### config.mk
export PLATFORM = sky130hd
export DESIGN_NAME = pipelined_barrel_shifter
export DESIGN_NICKNAME = d
export VERILOG_FILES = /design/src/rtl/pipelined_barrel_shifter.sv
export SDC_FILE = /design/constraint.sdc
export NUM_CORES = 1
export LEC_CHECK = 0
export CORE_MARGIN = 2
export CORE_UTILIZATION = 35
export DETAILED_ROUTE_END_ITERATION = 16
export GPL_TIMING_DRIVEN = 1
export HOLD_SLACK_MARGIN = 0.02
export PLACE_DENSITY = 0.57
export SYNTH_ARGS = -nofsm -noshare
export SYNTH_HDL_FRONTEND = slang
export SYNTH_SLANG_ARGS = --single-unit
### constraint.sdc
create_clock -name clk -period 13.5 [get_ports clk]
set_input_delay 2.7 -clock clk [delete_from_list [all_inputs] [get_ports clk]]
set_output_delay 2.7 -clock clk [all_outputs]
set_load 0.005 [all_outputs]
### src/rtl/pipelined_barrel_shifter.sv
`default_nettype none
// ============================================================================
// Module   : pipelined_barrel_shifter
// Brief    : SLL/SRL/SRA/ROR barrel shifter, one level per stage, global-stall
//            valid/ready flow. Optional sticky output under macro STICKY_EN.
// Revision : 1.0 - initial release
// ============================================================================
module pipelined_barrel_shifter #(
    parameter  int WIDTH = 32,
    localparam int SHW   = $clog2(WIDTH)
) (
    input  logic             clk,
    input  logic             rst,
    input  logic             in_valid,
    output logic             in_ready,
    input  logic [WIDTH-1:0] in_data,
    input  logic [SHW-1:0]   in_amt,
    input  logic [1:0]       in_op,
    output logic             out_valid,
    input  logic             out_ready,
`ifdef STICKY_EN
    output logic             out_sticky,
`endif
    output logic [WIDTH-1:0] out_data
);

    localparam logic [1:0] c_OP_SLL = 2'b00;
    localparam logic [1:0] c_OP_SRL = 2'b01;
    localparam logic [1:0] c_OP_SRA = 2'b10;
    localparam logic [1:0] c_OP_ROR = 2'b11;

    function automatic logic [WIDTH-1:0] f_rev(input logic [WIDTH-1:0] d);
        logic [WIDTH-1:0] r;
        for (int i = 0; i < WIDTH; i++) begin
            r[i] = d[WIDTH-1-i];
        end
        return r;
    endfunction

    // Every level shifts toward the LSB; only the fill of the vacated MSBs differs.
    function automatic logic [WIDTH-1:0] f_shift(input logic [WIDTH-1:0] d,
                                                 input int               sh,
                                                 input logic [1:0]       op,
                                                 input logic             sign);
        logic [WIDTH-1:0] hi_mask;
        logic [WIDTH-1:0] r;
        hi_mask = ~({WIDTH{1'b1}} >> sh);
        case (op)
            c_OP_ROR: r = (d >> sh) | (d << (WIDTH - sh));
            c_OP_SRA: r = (d >> sh) | (sign ? hi_mask : '0);
            default:  r = d >> sh;
        endcase
        return r;
    endfunction

`ifdef STICKY_EN
    function automatic logic f_dropped(input logic [WIDTH-1:0] d, input int sh);
        return |(d & ~({WIDTH{1'b1}} << sh));
    endfunction
`endif

    logic [WIDTH-1:0] data_q  [0:SHW];
    logic [WIDTH-1:0] data_d  [0:SHW];
    logic [1:0]       op_q    [0:SHW];
    logic [1:0]       op_d    [0:SHW];
    logic             valid_q [0:SHW];
    logic             valid_d [0:SHW];
    logic [SHW-1:0]   amt_q   [0:SHW-1];
    logic [SHW-1:0]   amt_d   [0:SHW-1];
    logic             sign_q  [0:SHW-1];
    logic             sign_d  [0:SHW-1];
`ifdef STICKY_EN
    logic             stk_q   [0:SHW];
    logic             stk_d   [0:SHW];
`endif

    logic w_stall;

    assign out_valid = valid_q[SHW];
    assign w_stall   = out_valid & ~out_ready;
    assign in_ready  = ~w_stall & ~rst;
    // SLL runs as a right shift on the reversed operand, so undo it here.
    assign out_data  = (op_q[SHW] == c_OP_SLL) ? f_rev(data_q[SHW]) : data_q[SHW];
`ifdef STICKY_EN
    assign out_sticky = stk_q[SHW];
`endif

    always_comb begin
        data_d[0]  = (in_op == c_OP_SLL) ? f_rev(in_data) : in_data;
        op_d[0]    = in_op;
        valid_d[0] = in_valid & in_ready;
        amt_d[0]   = in_amt;
        sign_d[0]  = in_data[WIDTH-1];
        for (int k = 1; k < SHW; k++) begin
            amt_d[k]  = amt_q[k-1];
            sign_d[k] = sign_q[k-1];
        end
        for (int k = 1; k <= SHW; k++) begin
            op_d[k]    = op_q[k-1];
            valid_d[k] = valid_q[k-1];
            if (amt_q[k-1][SHW-k]) begin
                data_d[k] = f_shift(data_q[k-1], 1 << (SHW - k), op_q[k-1], sign_q[k-1]);
            end else begin
                data_d[k] = data_q[k-1];
            end
        end
    end

`ifdef STICKY_EN
    // Sticky only accumulates for SRL/SRA; other modes keep it at 0.
    always_comb begin
        stk_d[0] = 1'b0;
        for (int k = 1; k <= SHW; k++) begin
            stk_d[k] = stk_q[k-1] |
                       (amt_q[k-1][SHW-k] &
                        ((op_q[k-1] == c_OP_SRL) | (op_q[k-1] == c_OP_SRA)) &
                        f_dropped(data_q[k-1], 1 << (SHW - k)));
        end
    end
`endif

    always_ff @(posedge clk) begin
        if (rst) begin
            for (int k = 0; k <= SHW; k++) begin
                data_q[k]  <= '0;
                op_q[k]    <= '0;
                valid_q[k] <= 1'b0;
`ifdef STICKY_EN
                stk_q[k]   <= 1'b0;
`endif
            end
            for (int k = 0; k < SHW; k++) begin
                amt_q[k]  <= '0;
                sign_q[k] <= 1'b0;
            end
        end else if (!w_stall) begin
            for (int k = 0; k <= SHW; k++) begin
                data_q[k]  <= data_d[k];
                op_q[k]    <= op_d[k];
                valid_q[k] <= valid_d[k];
`ifdef STICKY_EN
                stk_q[k]   <= stk_d[k];
`endif
            end
            for (int k = 0; k < SHW; k++) begin
                amt_q[k]  <= amt_d[k];
                sign_q[k] <= sign_d[k];
            end
        end
    end

endmodule
`default_nettype wire

### Yosys cells after proc, flatten, opt, wreduce, memory -nomap -nowiden

Memories as Yosys holds them, arrays and structs flattened.
Index checks and enable logic that the tools add are counted.

* equal/unequal tests: 10
* multiplexer cells: 50
* bitwise logic cells: 44
* reductions and logical operators: 2

Operators with widths (number)
* $mux W32: 18
* $pmux W32 S2: 5
* $or A16 B32 Y32: 2
* $or A24 B32 Y32: 2
* $or A28 B32 Y32: 2
* $or A30 B32 Y32: 2
* $or A31 B32 Y32: 2
* $or A1 B1 Y1: 28
* $mux W5: 5
* $eq A2 B2 Y1 const B: 10
* $mux W1: 16
* $mux W2: 6
* $logic_not A2 Y1: 2
* $and A1 B1 Y1: 3
* $not A1 Y1: 3

* register bits: 0
* memory bits (writable): 240
* input bits: 43
* output and inout port bits: 34
* word-level logic and storage cells: 111
* memories kept: 5

Memories
* data_q: words 6, width 32, read ports 6, clocked after memory_dff 0, write ports 6, line 62 `logic [WIDTH-1:0] data_q [0:SHW];`
* amt_q: words 5, width 5, read ports 5, clocked after memory_dff 0, write ports 5, line 68 `logic [SHW-1:0] amt_q [0:SHW-1];`
* op_q: words 6, width 2, read ports 6, clocked after memory_dff 0, write ports 6, line 64 `logic [1:0] op_q [0:SHW];`
* valid_q: words 6, width 1, read ports 6, clocked after memory_dff 0, write ports 6, line 66 `logic valid_q [0:SHW];`
* sign_q: words 5, width 1, read ports 5, clocked after memory_dff 0, write ports 5, line 70 `logic sign_q [0:SHW-1];`

### Logic depth before layout (Yosys ltp)

Gate-level depths: netlist of the first run.

* depth in word-level cells: 6
* gate-level depth with buffers: 6

### Worst setup path before layout of the first run

No wires, ideal clock.

* path kind: input -> register
* start: input out_ready
* end: memory amt_q[0][0] (netlist name) (enable)
* arrival time: 7.766 ns
* slack: 3.403 ns
* stages: 2
* cell sequence: inv_1 nand3b_1

RTL lines
* start: declaration: line 20 `input logic out_ready,`
* end: declaration: line 68

### Final worst setup path of the first run

* start: input out_ready
* end: output in_ready

* longest elaborated chain between the ends: 4

RTL lines
* $not A1 Y1: line 80 `assign w_stall = out_valid & ~out_ready;`
* $and A1 B1 Y1: line 80
* $not A1 Y1: line 81 `assign in_ready = ~w_stall & ~rst;`
* $and A1 B1 Y1: line 81
* end: declaration: line 15 `output logic in_ready,`

No other way between the ends.

==> summary.md, run 1 <==
| Metric | Value |
|---|---|
| Unrepaired setup endpoints after global routing | `false` |
| Clk root buf | `clkbuf_16` |
| Max cap viols | `0` |
| Max Fclk | `approximately 140 MHz` |
| Setup WS post-layout | `6425 ps` |
| Leak Pwr | `approximately 4.6 nW` |
| Count leader, synth | `edfxtp_1` |
| Post-synthesis to final-layout area growth | `15.83%` |
| Multi-input logic area | `~0.0035 mm²` |
| Starting density of the core | `0.3554` |
| Total Wirelength | `between 15000 and 20000 µm` |
| CP max FO | `37` |
| Post-synth cell types | `26` |
| DRT antenna net count | `0` |
| Setup CP Type | `input pin to output pin` |
| Yosys warns | `0` |
| Fillcell total | `about 2900` |
| Grt ovf | `0` |
| CP max-delay cell | `clkdlybuf4s50_1` |
| Io pins | `77` |
| Final setup fails | `0` |
| Post-synthesis average cell area | `approximately 13 µm²` |
| Worst-Skew Late Latency | `between 500 and 600 ps` |
| Wire length of the first global-routing pass | `28880 µm` |
| FFs w/ async S/R, synth | `0` |
| Die W | `between 150 and 200 µm` |
| Post-synth top area share | `0.6370` |
| Final Skew | `between 7 and 8 ps` |
| Worst-margin pin slew | `about 1200 ps` |
| Diode count | `0` |
| Post-CTS sizing | `0` |
| Clk pin slew, worst setup/hold paths | `50 ps` |
| Fin crit share | `0.5241` |
| Sink Count | `230` |
| Synth cell count leaders | `230 x edfxtp_1, 160 x nor2_1, 129 x mux2i_1` |
| Core box area | `0.03051 mm²` |
| GP Congestion | `approximately 0.76` |
| Cell Pwr Density | `around 120 mW/mm²` |
| Remaining DRCs | `0` |
| Post-synth EDFFs | `230` |
| Largest net degree at the start of global routing | `231` |
| Setup_tns | `0 ps` |
| Hold Path Class | `flip-flop to flip-flop` |
| Max-slew headroom | `0.1982` |
| Peak supply drop | `roughly 76 µV` |
| Dpl ws | `6391 ps` |
| Post-CTS Setup Bufs | `0` |
| Register area share after synthesis | `0.6370` |
| Startpoint Class | `input pin` |
| Full die area | `about 0.032 mm²` |
| Slew Viols, Final | `0` |
| CP peak stage delay | `slightly below 600 ps` |
| HPWL Detailed | `11110 µm` |
| Crit path top cell by count | `clkdlybuf4s50_1` |
| Element type at the critical path end | `output pin` |
| GRT Util Overall | `0.1049` |
| Yosys reg bits | `230` |
| Worst Path Required | `between 10000 and 15000 ps` |
| Die height | `180 µm` |
| Largest area contributor in the netlist | `edfxtp_1` |
| Synth Cell Area | `around 0.011 mm²` |
| Total CTS buffers | `26` |
| Hold violation total from the final report | `0` |
| Post-DR vias/cell | `4.520` |
| Number of port buffers | `76` |
| Num rows | `64` |
| Initial antenna violation count | `0` |
| Vias in the first global route | `5800` |
| Vias | `a little under 6000` |
| Status | `complete, no violations` |
| Final Critical Period | `7075 ps` |
| CTS tree | `yes` |
| 1st-iter DRT viols | `around 320` |
| Area contributors post-synth | `edfxtp_1 64%, mux2i_1 12%, nor2_1 5.5%` |
| Worst path cell trace | `clkdlybuf4s50_1 -> inv_1 -> a21o_4 -> inv_2 -> clkdlybuf4s50_1` |
| Layout cells sized above 1 | `0.1290` |
| Post-Syn Instances | `825` |
| Mapped Nets | `approximately 870` |
| CTS H-Tree Depth | `1` |
| Main synth FF type | `edfxtp_1` |
| Final nets | `~920` |
| Clock Path Buffers | `3` |
| CTS Hold Bufs | `0` |
| Storage element area | `between 0.006 and 0.007 mm²` |
| DR WL/cell | `between 10 and 15 µm` |
| Drt pass-1 iters | `4` |
| CP arrival | `approximately 4400 ps` |
-- flip-flops by register name (all words and copies together) (netlist names) --
register and flops:
op_q 12, valid_q 6, data_q 192, sign_q 5, amt_q 15
-- stage by stage --
stage               instance area [µm²]  hold WS [ps]    util  power, mW  cells
global route                      12560         535.4  0.4116      1.620   1295
global placement                  11770         500.3  0.3858     0.9341   1248
finish                            12560         513.2  0.4116      1.559   1295
floorplan                         10840         496.7       -     0.9064    825
detailed placement                11770         503.3  0.3858     0.9356   1248
CTS                               12560         517.0  0.4116      1.578   1295
-- critical path: cells and delay by family --
| family | cells | cell delay [ps] |
|---|---|---|
| AOI/OAI and AO/OA | 1 | 210 |
| buffers and inverters | 4 | 1450 |
-- path summary, 6_finish.rpt --
kind                       from             end  cells past startpoint  slack, ps
setup reg to reg  valid_q[0][5]  data_q[0][109]                      4      10820
hold reg to reg     amt_q[0][3]     amt_q[0][8]                      1        510
hold / removal      amt_q[0][3]     amt_q[0][8]                      1        510
setup / recovery      out_ready        in_ready                      5       6420
-- cells by family after synthesis --
kind of cell / synth area share
AO/OA/AOI/OAI: 0.05113
buffers and inverters: 0.04108
flip-flops: 0.6370
multiplexers: 0.1555
AND/OR/NAND/NOR: 0.1153
-- power by group --
group | switching [mW] | internal, mW | leakage [nW]
sequential | 0.0160 | 0.813 | 2.77
combinational | 0.0478 | 0.0422 | 1.43
clock | 0.259 | 0.381 | 0.387
-- cell usage in the layout, fill, tap and decap left out, types with 2 or more instances in the layout --
cell | Yosys | routed
nand2b_1 | 3 | 3
clkbuf_1 | 4 | 5
a311oi_1 | 4 | 4
buf_4 | 3 | 9
mux2i_1 | 129 | 129
a211oi_1 | 14 | 14
clkbuf_16 | 0 | 27
clkinv_2 | 0 | 6
clkinv_1 | 0 | 7
mux2_2 | 35 | 35
nand2_1 | 88 | 88
nand3_1 | 7 | 7
a21oi_2 | 21 | 21
clkdlybuf4s50_1 | 0 | 76
nor2_1 | 160 | 160
inv_1 | 5 | 5
and2_1 | 38 | 38
a21oi_1 | 14 | 14
nand3b_1 | 2 | 2
a211oi_2 | 10 | 10
edfxtp_1 | 230 | 230
-- layout make-up --
cell class,count,area share
well taps,396,0.03945
flip-flops and latches,230,0.5500
repair buffers,86,0.06755
clock buffers,32,0.05530
inverters,6,0.001793
multi-input cells,530,0.2785
clock inverters,15,0.007472
-- routing by layer --
layer	vias up	routed length [µm]	GRT usage
met5	-	0	0
met4	0	390	0.02927
met3	28	669	0.02026
li1	3061	-	-
met2	108	7989	0.1762
met1	2656	8234	0.1386
Note: power is estimated with default switching activity, not from simulation.
==> run 2: changes to the inputs <==
- PLACE_DENSITY: 0.57 -> 0.59
- clock period: 13.5 -> 6.1 ns (I/O delays scaled with it)
==> run 2 against run 1 <==
Via count up 1.9%. Combinational power increased by 120%. Clock power grew 120%. Worst setup slack got worse by 4700 ps. Die area did not move. Non-clock buffer count stayed put. Design area is 0.29% lower. Total power is 120% higher. Global-route usage is 0.43 points higher. Routed wire length increased by 4.2%. Sequential power rose by 120%. Largest power group unchanged.
==> summary.md, run 2 (synthesis results as in run 1) <==
| Metric | Value |
|---|---|
| Status | `complete, no violations (unchanged)` |
| Worst Path Required | `4880 ps (was 10800 ps)` |
| Biggest register | `data_q (unchanged)` |
| Post-CTS Setup Bufs | `0 (unchanged)` |
| Sink Count | `230 (unchanged)` |
| Post-synthesis to final-layout area growth | `15.50% (was 15.83%)` |
| Largest regs | `data_q: 192 flops, amt_q: 15 flops, op_q: 12 flops (unchanged)` |
| GRT Util Overall | `0.1092 (was 0.1049)` |
| DR WL/cell | `13.93 µm (was 13.35 µm)` |
| CTS Hold Bufs | `0 (unchanged)` |
| Max Fclk | `roughly 230 MHz` |
| Dpl ws | `1658 ps (was 6391 ps)` |
| Clk pin slew, worst setup/hold paths | `60 ps (was 50 ps)` |
| Setup CP Type | `input pin to output pin (unchanged)` |
| Die W | `180 µm (unchanged)` |
| Num rows | `64 (unchanged)` |
| GR Util met1 | `0.1418 (was 0.1386)` |
| CTS tree | `yes (unchanged)` |
| Element type at the critical path end | `output pin (unchanged)` |
| WHS | `512.4 ps (was 513.2 ps)` |
| Total Wirelength | `18010 µm (was 17280 µm)` |
| Fin crit share | `0.7211` |
| Cell Pwr Density | `273.7 mW/mm² (was 124.1 mW/mm²)` |
| Diode count | `0 (unchanged)` |
| Hold violation total from the final report | `0 (unchanged)` |
| CTS H-Tree Depth | `1 (unchanged)` |
| 1st-iter DRT viols | `404 (was 323)` |
| Final instance area | `0.01252 mm² (was 0.01256 mm²)` |
| Remaining DRCs | `0 (unchanged)` |
| M2 GR Usage | `0.1853 (was 0.1762)` |
| Vias | `5965 (was 5853)` |
| Io pins | `77 (unchanged)` |
| Crit Reg-Reg Startpoint | `valid_q[0][5] (unchanged)` |
| Largest net degree at the start of global routing | `231 (unchanged)` |
| Max FFs per register | `192 (unchanged)` |
| Setup WS post-layout | `1701 ps (was 6425 ps)` |
| Grt ovf | `0 (unchanged)` |
| Post-CTS sizing | `0 (unchanged)` |
| Core box area | `0.03051 mm² (unchanged)` |
| CP arrival | `3180 ps (was 4380 ps)` |
| Final setup fails | `0 (unchanged)` |
| Most frequent cells in the layout | `230 x edfxtp_1, 160 x nor2_1, 129 x mux2i_1, 88 x nand2_1, 76 x clkdlybuf4s50_1 (unchanged)` |
| Setup_tns | `0 ps (unchanged)` |
| Grt met3 use | `0.02026 (unchanged)` |
| Initial antenna violation count | `0 (unchanged)` |
| Total CTS buffers | `25 (was 26)` |
| RR Endpoint | `data_q[0][42] (was data_q[0][109])` |
| Final Critical Period | `4399 ps` |
| FF-to-FF path depth | `4 (unchanged)` |
| Post-DR vias/cell | `4.613 (was 4.520)` |
| Startpoint Class | `input pin (unchanged)` |
| Reg2Reg Setup Slack | `3310 ps (was 10820 ps)` |
| Fin cells | `1293 (was 1295)` |
| Clock Path Buffers | `3 (unchanged)` |
| Worst-Skew Late Latency | `530 ps (was 510 ps)` |
| Worst-margin pin slew | `1322 ps (was 1203 ps)` |
| Placed insts | `1248 (unchanged)` |
| Starting density of the core | `0.3554 (unchanged)` |
| CP max-delay cell | `clkdlybuf4s50_1 (unchanged)` |
| Final Skew | `8.361 ps (was 7.949 ps)` |
| Max cap viols | `0 (unchanged)` |
| Hold Path Class | `flip-flop to flip-flop (unchanged)` |
| Worst path cell trace | `clkdlybuf4s50_1 -> inv_2 -> a21o_4 -> inv_2 -> clkdlybuf4s50_1 (was clkdlybuf4s50_1 -> inv_1 -> a21o_4 -> inv_2 -> clkdlybuf4s50_1)` |
| Clk root buf | `clkbuf_16 (unchanged)` |
| Drt pass-1 iters | `4 (unchanged)` |
| Tot Pwr | `3.427 mW (was 1.559 mW)` |
| Number of port buffers | `76 (unchanged)` |
| Unrepaired setup endpoints after global routing | `false (unchanged)` |
| DRT antenna net count | `0 (unchanged)` |
| Peak supply drop | `166.3 µV (was 76.50 µV)` |
| Final core utilization | `0.4104 (was 0.4116)` |
| GP Congestion | `0.7680 (was 0.7605)` |
| Leak Pwr | `4.581 nW (was 4.594 nW)` |
| HPWL Detailed | `11490 µm (was 11110 µm)` |
| Wire length of the first global-routing pass | `29680 µm (was 28880 µm)` |
| Final nets | `922 (was 923)` |
| Commonest non-fill, non-tap cell in the layout | `edfxtp_1 (unchanged)` |
| Placed inst area | `0.01177 mm² (unchanged)` |
| Max-slew headroom | `0.1187 (was 0.1982)` |
| Vias in the first global route | `5930 (was 5800)` |
| Critical path origin | `out_ready (unchanged)` |
| Slew Viols, Final | `0 (unchanged)` |
| Full die area | `0.03240 mm² (unchanged)` |
| CP max FO | `65 (was 37)` |
| Busiest grt layer | `met2 (unchanged)` |
| CP peak stage delay | `590 ps (about the same)` |
| Die height | `180 µm (unchanged)` |
| Layout cells sized above 1 | `0.1293 (was 0.1290)` |
| Worst setup path end | `in_ready (unchanged)` |
-- run 2: report_power, final --
group	leakage [nW]	switching [mW]	internal [mW]
sequential	2.77	0.0374	1.80
clock	0.375	0.597	0.794
combinational	1.43	0.106	0.0932
total	4.58	0.740	2.69
-- run 2: layout make-up --
type,instances,area (µm²)
clock buffers,29,640.6
clock inverters,16,111.4
fillers,2924,17990
inverters,6,22.52
multi-input cells,530,3497
flip-flops and latches,230,6907
well taps,396,495.5
repair buffers,86,848.3
-- run 2: worst max-delay path, delay by kind of cell --
family / cells / cell delay (ps)
compound gates: 1 / 400
buf+inv: 4 / 1550
-- run 2: layer usage --
layer  up-vias  wire (µm)
li1       3054          -
met1      2768       8382
met2       117       8461
met3        26        760
met4         0        410
met5         -          0
-- run 2: worst min path at each step --
stage                        startpoint       endpoint  slack [ps]  depth (start not counted)
after CTS                 valid_q[0][4]  valid_q[0][5]         510                          1
after detailed placement  valid_q[0][4]  valid_q[0][5]         500                          1
after global placement    valid_q[0][3]  valid_q[0][4]         500                          1
after floorplan             amt_q[0][5]   amt_q[0][10]         500                          1
after global routing        amt_q[0][5]   amt_q[0][10]         540                          1
final                       amt_q[0][3]    amt_q[0][8]         510                          1
==> run 3: changes to the inputs <==
- PLACE_DENSITY: 0.59 -> 0.57
- clock period: 6.1 -> 4.3 ns (I/O delays scaled with it)
==> run 3 against run 2 <==
Core utilization increased by 0.43 points. Routed wire length decreased by 1.9%. Combinational power increased by 43%. Sequential power increased by 42%. Critical path type unchanged. Clock skew increased by 1.8 ps.
==> summary.md, run 3 (synthesis results as in run 1) <==
| Metric | Value |
|---|---|
| Layout cells sized above 1 | `0.1379 (was 0.1293)` |
| Largest net degree at the start of global routing | `120 (was 231)` |
| Final Critical Period | `around 3300 ps` |
| Status | `complete, no violations (unchanged)` |
| Worst path cell trace | `clkdlybuf4s50_1 -> inv_2 -> a21o_4 -> inv_2 -> clkdlybuf4s50_1 (unchanged)` |
| Initial antenna violation count | `0 (unchanged)` |
| Dpl ws | `1004 ps (was 1658 ps)` |
| Die W | `180 µm (unchanged)` |
| Max-slew headroom | `0.4211 (was 0.1187)` |
| Vias | `5891 (was 5965)` |
| Grt ovf | `0 (unchanged)` |
| DRT antenna net count | `0 (unchanged)` |
| Element type at the critical path end | `output pin (unchanged)` |
| Io pins | `77 (unchanged)` |
| Worst-Skew Late Latency | `510 ps (was 530 ps)` |
| Leak Pwr | `4.632 nW (was 4.581 nW)` |
| 1st-iter DRT viols | `354 (was 404)` |
| Unrepaired setup endpoints after global routing | `false (unchanged)` |
| GRT Util Overall | `0.1075 (was 0.1092)` |
| HPWL Detailed | `11380 µm (was 11490 µm)` |
| Setup CP Type | `input pin to output pin (unchanged)` |
| Post-synthesis to final-layout area growth | `16.70% (was 15.50%)` |
| Fin crit share | `0.7653` |
| Number of port buffers | `76 (unchanged)` |
| Diode count | `0 (unchanged)` |
| Worst-margin pin slew | `864.3 ps (was 1322 ps)` |
| Total CTS buffers | `25 (unchanged)` |
| Post-CTS sizing | `0 (unchanged)` |
| Max cap viols | `0 (unchanged)` |
| CTS H-Tree Depth | `1 (unchanged)` |
| Clk root buf | `clkbuf_16 (unchanged)` |
| Sink Count | `230 (unchanged)` |
| Die height | `180 µm (unchanged)` |
| Worst Path Required | `3440 ps (was 4880 ps)` |
| Num rows | `64 (unchanged)` |
| Full die area | `0.03240 mm² (unchanged)` |
| DR WL/cell | `13.65 µm (was 13.93 µm)` |
| Post-CTS Setup Bufs | `0 (unchanged)` |
| CP max FO | `67 (was 65)` |
| Most frequent cells in the layout | `230 x edfxtp_1, 160 x nor2_1, 129 x mux2i_1, 88 x nand2_1, 76 x clkdlybuf4s50_1 (unchanged)` |
| Startpoint Class | `input pin (unchanged)` |
| Cell Pwr Density | `402.0 mW/mm² (was 273.7 mW/mm²)` |
| Starting density of the core | `0.3554 (unchanged)` |
| Peak supply drop | `249.1 µV (was 166.3 µV)` |
| Max FFs per register | `192 (unchanged)` |
| Clock Path Buffers | `3 (unchanged)` |
| Hold violation total from the final report | `0 (unchanged)` |
| Clk pin slew, worst setup/hold paths | `60 ps (about the same)` |
| Final nets | `924 (was 922)` |
| Wire length of the first global-routing pass | `29480 µm (was 29680 µm)` |
| Slew Viols, Final | `0 (unchanged)` |
| Fin cells | `1295 (was 1293)` |
| CP peak stage delay | `500 ps (was 590 ps)` |
| Post-DR vias/cell | `4.549 (was 4.613)` |
| CP arrival | `2430 ps (was 3180 ps)` |
| Hold Path Class | `flip-flop to flip-flop (unchanged)` |
| Biggest register | `data_q (unchanged)` |
| Largest regs | `data_q: 192 flops, amt_q: 15 flops, op_q: 12 flops (unchanged)` |
| Drt pass-1 iters | `4 (unchanged)` |
| Placed insts | `1250 (was 1248)` |
| CTS tree | `yes (unchanged)` |
| CP max-delay cell | `clkdlybuf4s50_1 (unchanged)` |
| Commonest non-fill, non-tap cell in the layout | `edfxtp_1 (unchanged)` |
| CTS Hold Bufs | `0 (unchanged)` |
| Total Wirelength | `17680 µm (was 18010 µm)` |
| Core box area | `0.03051 mm² (unchanged)` |
| GP Congestion | `0.7807 (was 0.7680)` |
| Setup WS post-layout | `1009 ps (was 1701 ps)` |
| Final setup fails | `0 (unchanged)` |
| Vias in the first global route | `5786 (was 5930)` |
| Remaining DRCs | `0 (unchanged)` |
| Max Fclk | `approximately 300 MHz` |
| Final Skew | `10.11 ps (was 8.361 ps)` |
==> run 3: final cells by class <==
type                       count  area [µm²]
clock buffer                  26       629.4
fill                        2828       17860
multi-input combinational    530        3497
clock inverter                19       225.2
tap                          396       495.5
inverter                       6       22.52
timing repair buffer          88       875.8
sequential                   230        6907
==> run 3: power breakdown <==
group          internal, mW  total [mW]  switching [mW]
Clock                  1.36        2.20           0.836
Sequential             2.55        2.61          0.0534
Combinational         0.133       0.284           0.151
==> run 3: path summary, 6_finish.rpt <==
kind	start	cells after the start	slack [ps]	endpoint
setup / recovery	out_ready	5	1010	in_ready
hold / removal	amt_q[0][0]	1	510	amt_q[0][5]
setup reg to reg	valid_q[0][5]	3	2140	data_q[0][42]
hold reg to reg	amt_q[0][0]	1	510	amt_q[0][5]
==> run 3: per-stage QoR <==
stage	hold slack [ps]	utilization	instance area, µm²	total power, mW	setup TNS, ps
6_report	511.1	0.4147	12650	5.086	0
4_1_cts	516.0	0.4147	12650	5.151	0
3_5_place_dp	504.1	0.3867	11800	2.941	0
3_3_place_gp	501.1	0.3867	11800	2.935	0
5_1_grt	527.7	0.4147	12650	5.290	0
2_1_floorplan	496.7	-	10840	2.846	-908470
==> run 3: routing by layer <==
metal,vias up,GRT usage,part of all wire
met3,32,0.01803,0.043
met4,0,0.03610,0.026
li1,3056,-,-
met5,-,0,0
met1,2686,0.1428,0.47
met2,117,0.1790,0.46
==> run 3: worst max-delay path: cells and delay by family <==
kind                   cells  cell delay, ps
AOI/OAI and AO/OA          1             410
buffers and inverters      4            1140
==> patch 1, RTL diff (config.mk and constraints of run 2) <==
Build with the macro `STICKY_EN` defined.
--- a/src/rtl/pipelined_barrel_shifter.sv
+++ b/src/rtl/pipelined_barrel_shifter.sv
@@ -6,4 +6,6 @@
 // Revision : 1.0 - initial release
 // ============================================================================
+`define STICKY_EN
+
 module pipelined_barrel_shifter #(
     parameter  int WIDTH = 32,
Behaviour (old outputs only; new: out_sticky): same outputs for any inputs over 4 cycles, from zero or initial values; that may be too few to reach the edited logic, so the function may still have changed.
==> patch 1 against run 2 <==
Sequential cell count is 5 higher; clock skew rose by 4.7 ps; design area rose by 3.3%; total power up 1.3%; area after synthesis grew 2.9%; worst setup slack gained 66 ps; routed wire length shrank 0.18%; highest routed layer unchanged.
==> patch 1: results <==
{
  "outcome": "completed",
  "synth_top_cell_by_area": "edfxtp_1",
  "r2r_setup_slack_ps": 3230,
  "r2r_cells": 4,
  "antenna_found_initial": 0,
  "syn_nets": 935,
  "grt_pass1_wl_um": 30800,
  "vias": 6163,
  "maxSlewHeadroom": 0.153,
  "min_path_type": "reg2reg",
  "maxCapViolations": 0,
  "r2r_end": "data_q[0][141]",
  "first_pass_iters": 4,
  "io_buffers": 77,
  "p_leak_uw": 0.00483,
  "hold_end": "amt_q[0][12]",
  "yosys_warnings": 0,
  "path_max_fanout": 68,
  "antenna-diode-count": 0,
  "drive_gt1_frac": 0.0800,
  "hold_depth": 1,
  "reg2reg_from": "valid_q[0][5]",
  "power.density_mw_per_mm2": 268,
  "drt_iter0_drc": 309,
  "synth_seq_area_share": 0.632,
  "cts_max_level": 1,
  "clk_pin_slew_ps": 60,
  "gp_congestion": 0.807,
  "yosys-top-cells-area": "edfxtp_1 63%, mux2i_1 12%, nor2_1 5.2%",
  "cts_root_buf": "clkbuf_16",
  "cts_buffers": 25,
  "cts_setup_buffers": 0,
  "dpl.hpwl_um": 12100,
  "grt_max_degree": 134,
  "synth_edf_count": 235,
  "finalNetCount": 991,
  "hold_slack_ps": 510,
  "grt_usage": 0.112,
  "wirelength_um": 18000,
  "synth_commonest_cells": "235 x edfxtp_1, 155 x nor2_1, 129 x mux2i_1",
  "arrival_ps": 3110,
  "skew_ps": 13.0,
  "yosysUniqueCellTypes": 34,
  "max-vdd-ir-drop_uv": 179,
  "hold_path_startpoint": "amt_q[0][7]",
  "power.switching_uw": 715,
  "async_reset_ff_frac": 0,
  "fill_cells": 2927,
  "clock_path_buffers": 3,
  "cts_resized": 0
}
[patch 1: cell types whose count changed in the layout (fill, tap and decap cells not counted), moves of 7 or more]
cell and change:
a31oi_1 +8, nand2b_1 +13, nand3_1 -7, ha_1 +13
a21oi_1 +35, a211oi_1 -7, a211oi_2 -10, a21oi_2 -21
a21o_1 +15, nor3_1 +8
[patch 1: worst max-delay path, stage by stage]
cell,delay [ps]
clkdlybuf4s50_1,390
nor2b_1,240
or2_4,650
inv_1,130
clkdlybuf4s50_1,470
[patch 1: cell families after synthesis]
kind of cell	count (synthesis)	synth area share
adder cells (fa/ha/maj)	13	0.0146
AND/OR/NAND/NOR	314	0.122
flip-flops	235	0.632
multiplexers	161	0.148
buffers and inverters	67	0.0352
AO/OA/AOI/OAI	89	0.0480
[patch 1: final cells by class]
cell class	instances	area share
flip-flops and latches	235	0.546
multi-input cells	577	0.288
well taps	402	0.0389
clock buffers	33	0.0507
inverters	8	0.00232
clock inverters	9	0.00803
repair buffers	88	0.0669
[patch 1: layer usage]
layer | global-route usage | vias to the layer above | wire [um] | part of all wire
li1 | - | 3253 | - | -
met1 | 0.149 | 2734 | 8360 | 0.47
met2 | 0.184 | 135 | 8300 | 0.46
met3 | 0.0176 | 41 | 678 | 0.038
met4 | 0.0416 | 0 | 635 | 0.035
met5 | 0 | - | 0 | 0
[patch 1: worst max path at each step]
stage	from	cells after the start	slack, ps	end
finish	out_ready	5	1770	in_ready
global route	out_ready	5	1570	in_ready
CTS	out_ready	5	1750	in_ready
detailed placement	out_ready	5	1740	in_ready
global placement	out_ready	5	1760	in_ready
floorplan	rst	1	1410	amt_q[0][0]
[patch 1: per-stage QoR]
| stage | cell area (um^2) | setup slack [ps] | instances | power (uW) |
|---|---|---|---|---|
| after global placement | 12200 | 1760 | 1310 | 2090 |
| after floorplan | 11200 | 1410 | 879 | 2020 |
| after global routing | 12900 | 1570 | 1352 | 3610 |
| after detailed placement | 12200 | 1740 | 1310 | 2100 |
| after CTS | 12900 | 1750 | 1352 | 3520 |
| final | 12900 | 1770 | 1352 | 3470 |
[patch 1: power by group through the flow]
stage                     clock (uW)  combinational (uW)  sequential, uW
after floorplan                    0                 139            1890
after global placement             0                 191            1900
after detailed placement           0                 192            1900
after CTS                       1460                 193            1870
after global routing            1520                 216            1870
final                           1410                 191            1870
==> patch 2, RTL diff (config.mk and constraints of run 2) <==
Without the edit above. The parameter `WIDTH` goes from 32 to 16.
--- a/src/rtl/pipelined_barrel_shifter.sv
+++ b/src/rtl/pipelined_barrel_shifter.sv
@@ -7,5 +7,5 @@
 // ============================================================================
 module pipelined_barrel_shifter #(
-    parameter  int WIDTH = 32,
+    parameter  int WIDTH = 16,
     localparam int SHW   = $clog2(WIDTH)
 ) (
Ports: changed (resized in_amt, in_data and out_data); port bits go from 77 to 44. No check against the original RTL was run, so the function may have changed too.
==> patch 2 against run 2 <==
Fmax is 9.7% higher; first-iteration DRC count fell by 75%; design area shrank 54%; clock power down 61%; count of clock-buffer cells in the layout down 20; routed wire length fell by 62%; sequential cell count fell by 121; total power down 55%; worst setup slack better by 390 ps; area after synthesis decreased by 54%; critical path type unchanged; critical endpoint unchanged.
==> patch 2: results <==
{
  "hold_slack_ps": 518,
  "dpl.hpwl_um": 4690,
  "outcome": "completed",
  "grt_usage": 0.0982,
  "dr_wl_met2_um": 3550,
  "gr-usage-met3": 0.0270,
  "inverters": 4,
  "seq_share": 0.563,
  "syn_nets": 411,
  "finalNetCount": 443,
  "gp_congestion": 0.777,
  "arrival_ps": 2790,
  "area_growth_pct": 16.0,
  "r2r_end": "data_q[0][4]",
  "reg2reg_from": "valid_q[0][4]",
  "num_rows": 43,
  "yosys-top-cells-area": "edfxtp_1 65%, mux2i_1 9.8%, nor2_1 4.7%",
  "worst_pin_slew_ps": 895,
  "max-vdd-ir-drop_uv": 164,
  "grt_pass1_wl_um": 11800,
  "n_all_buffers": 46,
  "instances_no_fill": 602,
  "r2r_setup_slack_ps": 4010,
  "path_max_fanout": 29,
  "clk_share": 0.0488,
  "cts_buffers": 9,
  "wl_met1_um": 2950,
  "num-multi-input-gates": 247,
  "dr_wl_met3_um": 262,
  "fin_ws_ps": 2090,
  "yosysUniqueCellTypes": 23,
  "multi_input_area_share": 0.269,
  "cts_max_level": 3,
  "max_stage_delay_ps": 570,
  "clkLatencyLatePin_ps": 340,
  "wirelength_um": 6890,
  "clock_path_buffers": 2
}
[patch 2: changes by cell type in the layout (fill, tap and decap cells not counted), sizes merged, moves of 20 or more]
| cell | run 2 | this run |
|---|---|---|
| clkdlybuf4s50 | 76 | 43 |
| edfxtp | 230 | 109 |
| mux2i | 129 | 49 |
| clkbuf | 29 | 9 |
| nor2 | 161 | 64 |
| nand2 | 88 | 40 |
[patch 2: worst reg2reg max path, delay by kind of cell (launching register included)]
kind | cells | cell delay (ps)
buffers and inverters | 2 | 1160
AND/OR/NAND/NOR | 1 | 100
flip-flops | 1 | 410
[patch 2: cells by family (layout without fill, tap and decap cells)]
logic type      count (synthesis)  after routing  share of synthesized area
mux                            68             68                      0.141
buf+inv                        29             66                     0.0352
simple gates                  146            146                      0.130
compound gates                 33             33                     0.0419
flops                         109            109                      0.653
[patch 2: power by group]
part	total [uW]	switching [uW]	internal, uW
sequential	884	24.7	859
combinational	95.3	42.7	52.6
clock	547	263	283
total	1530	331	1200
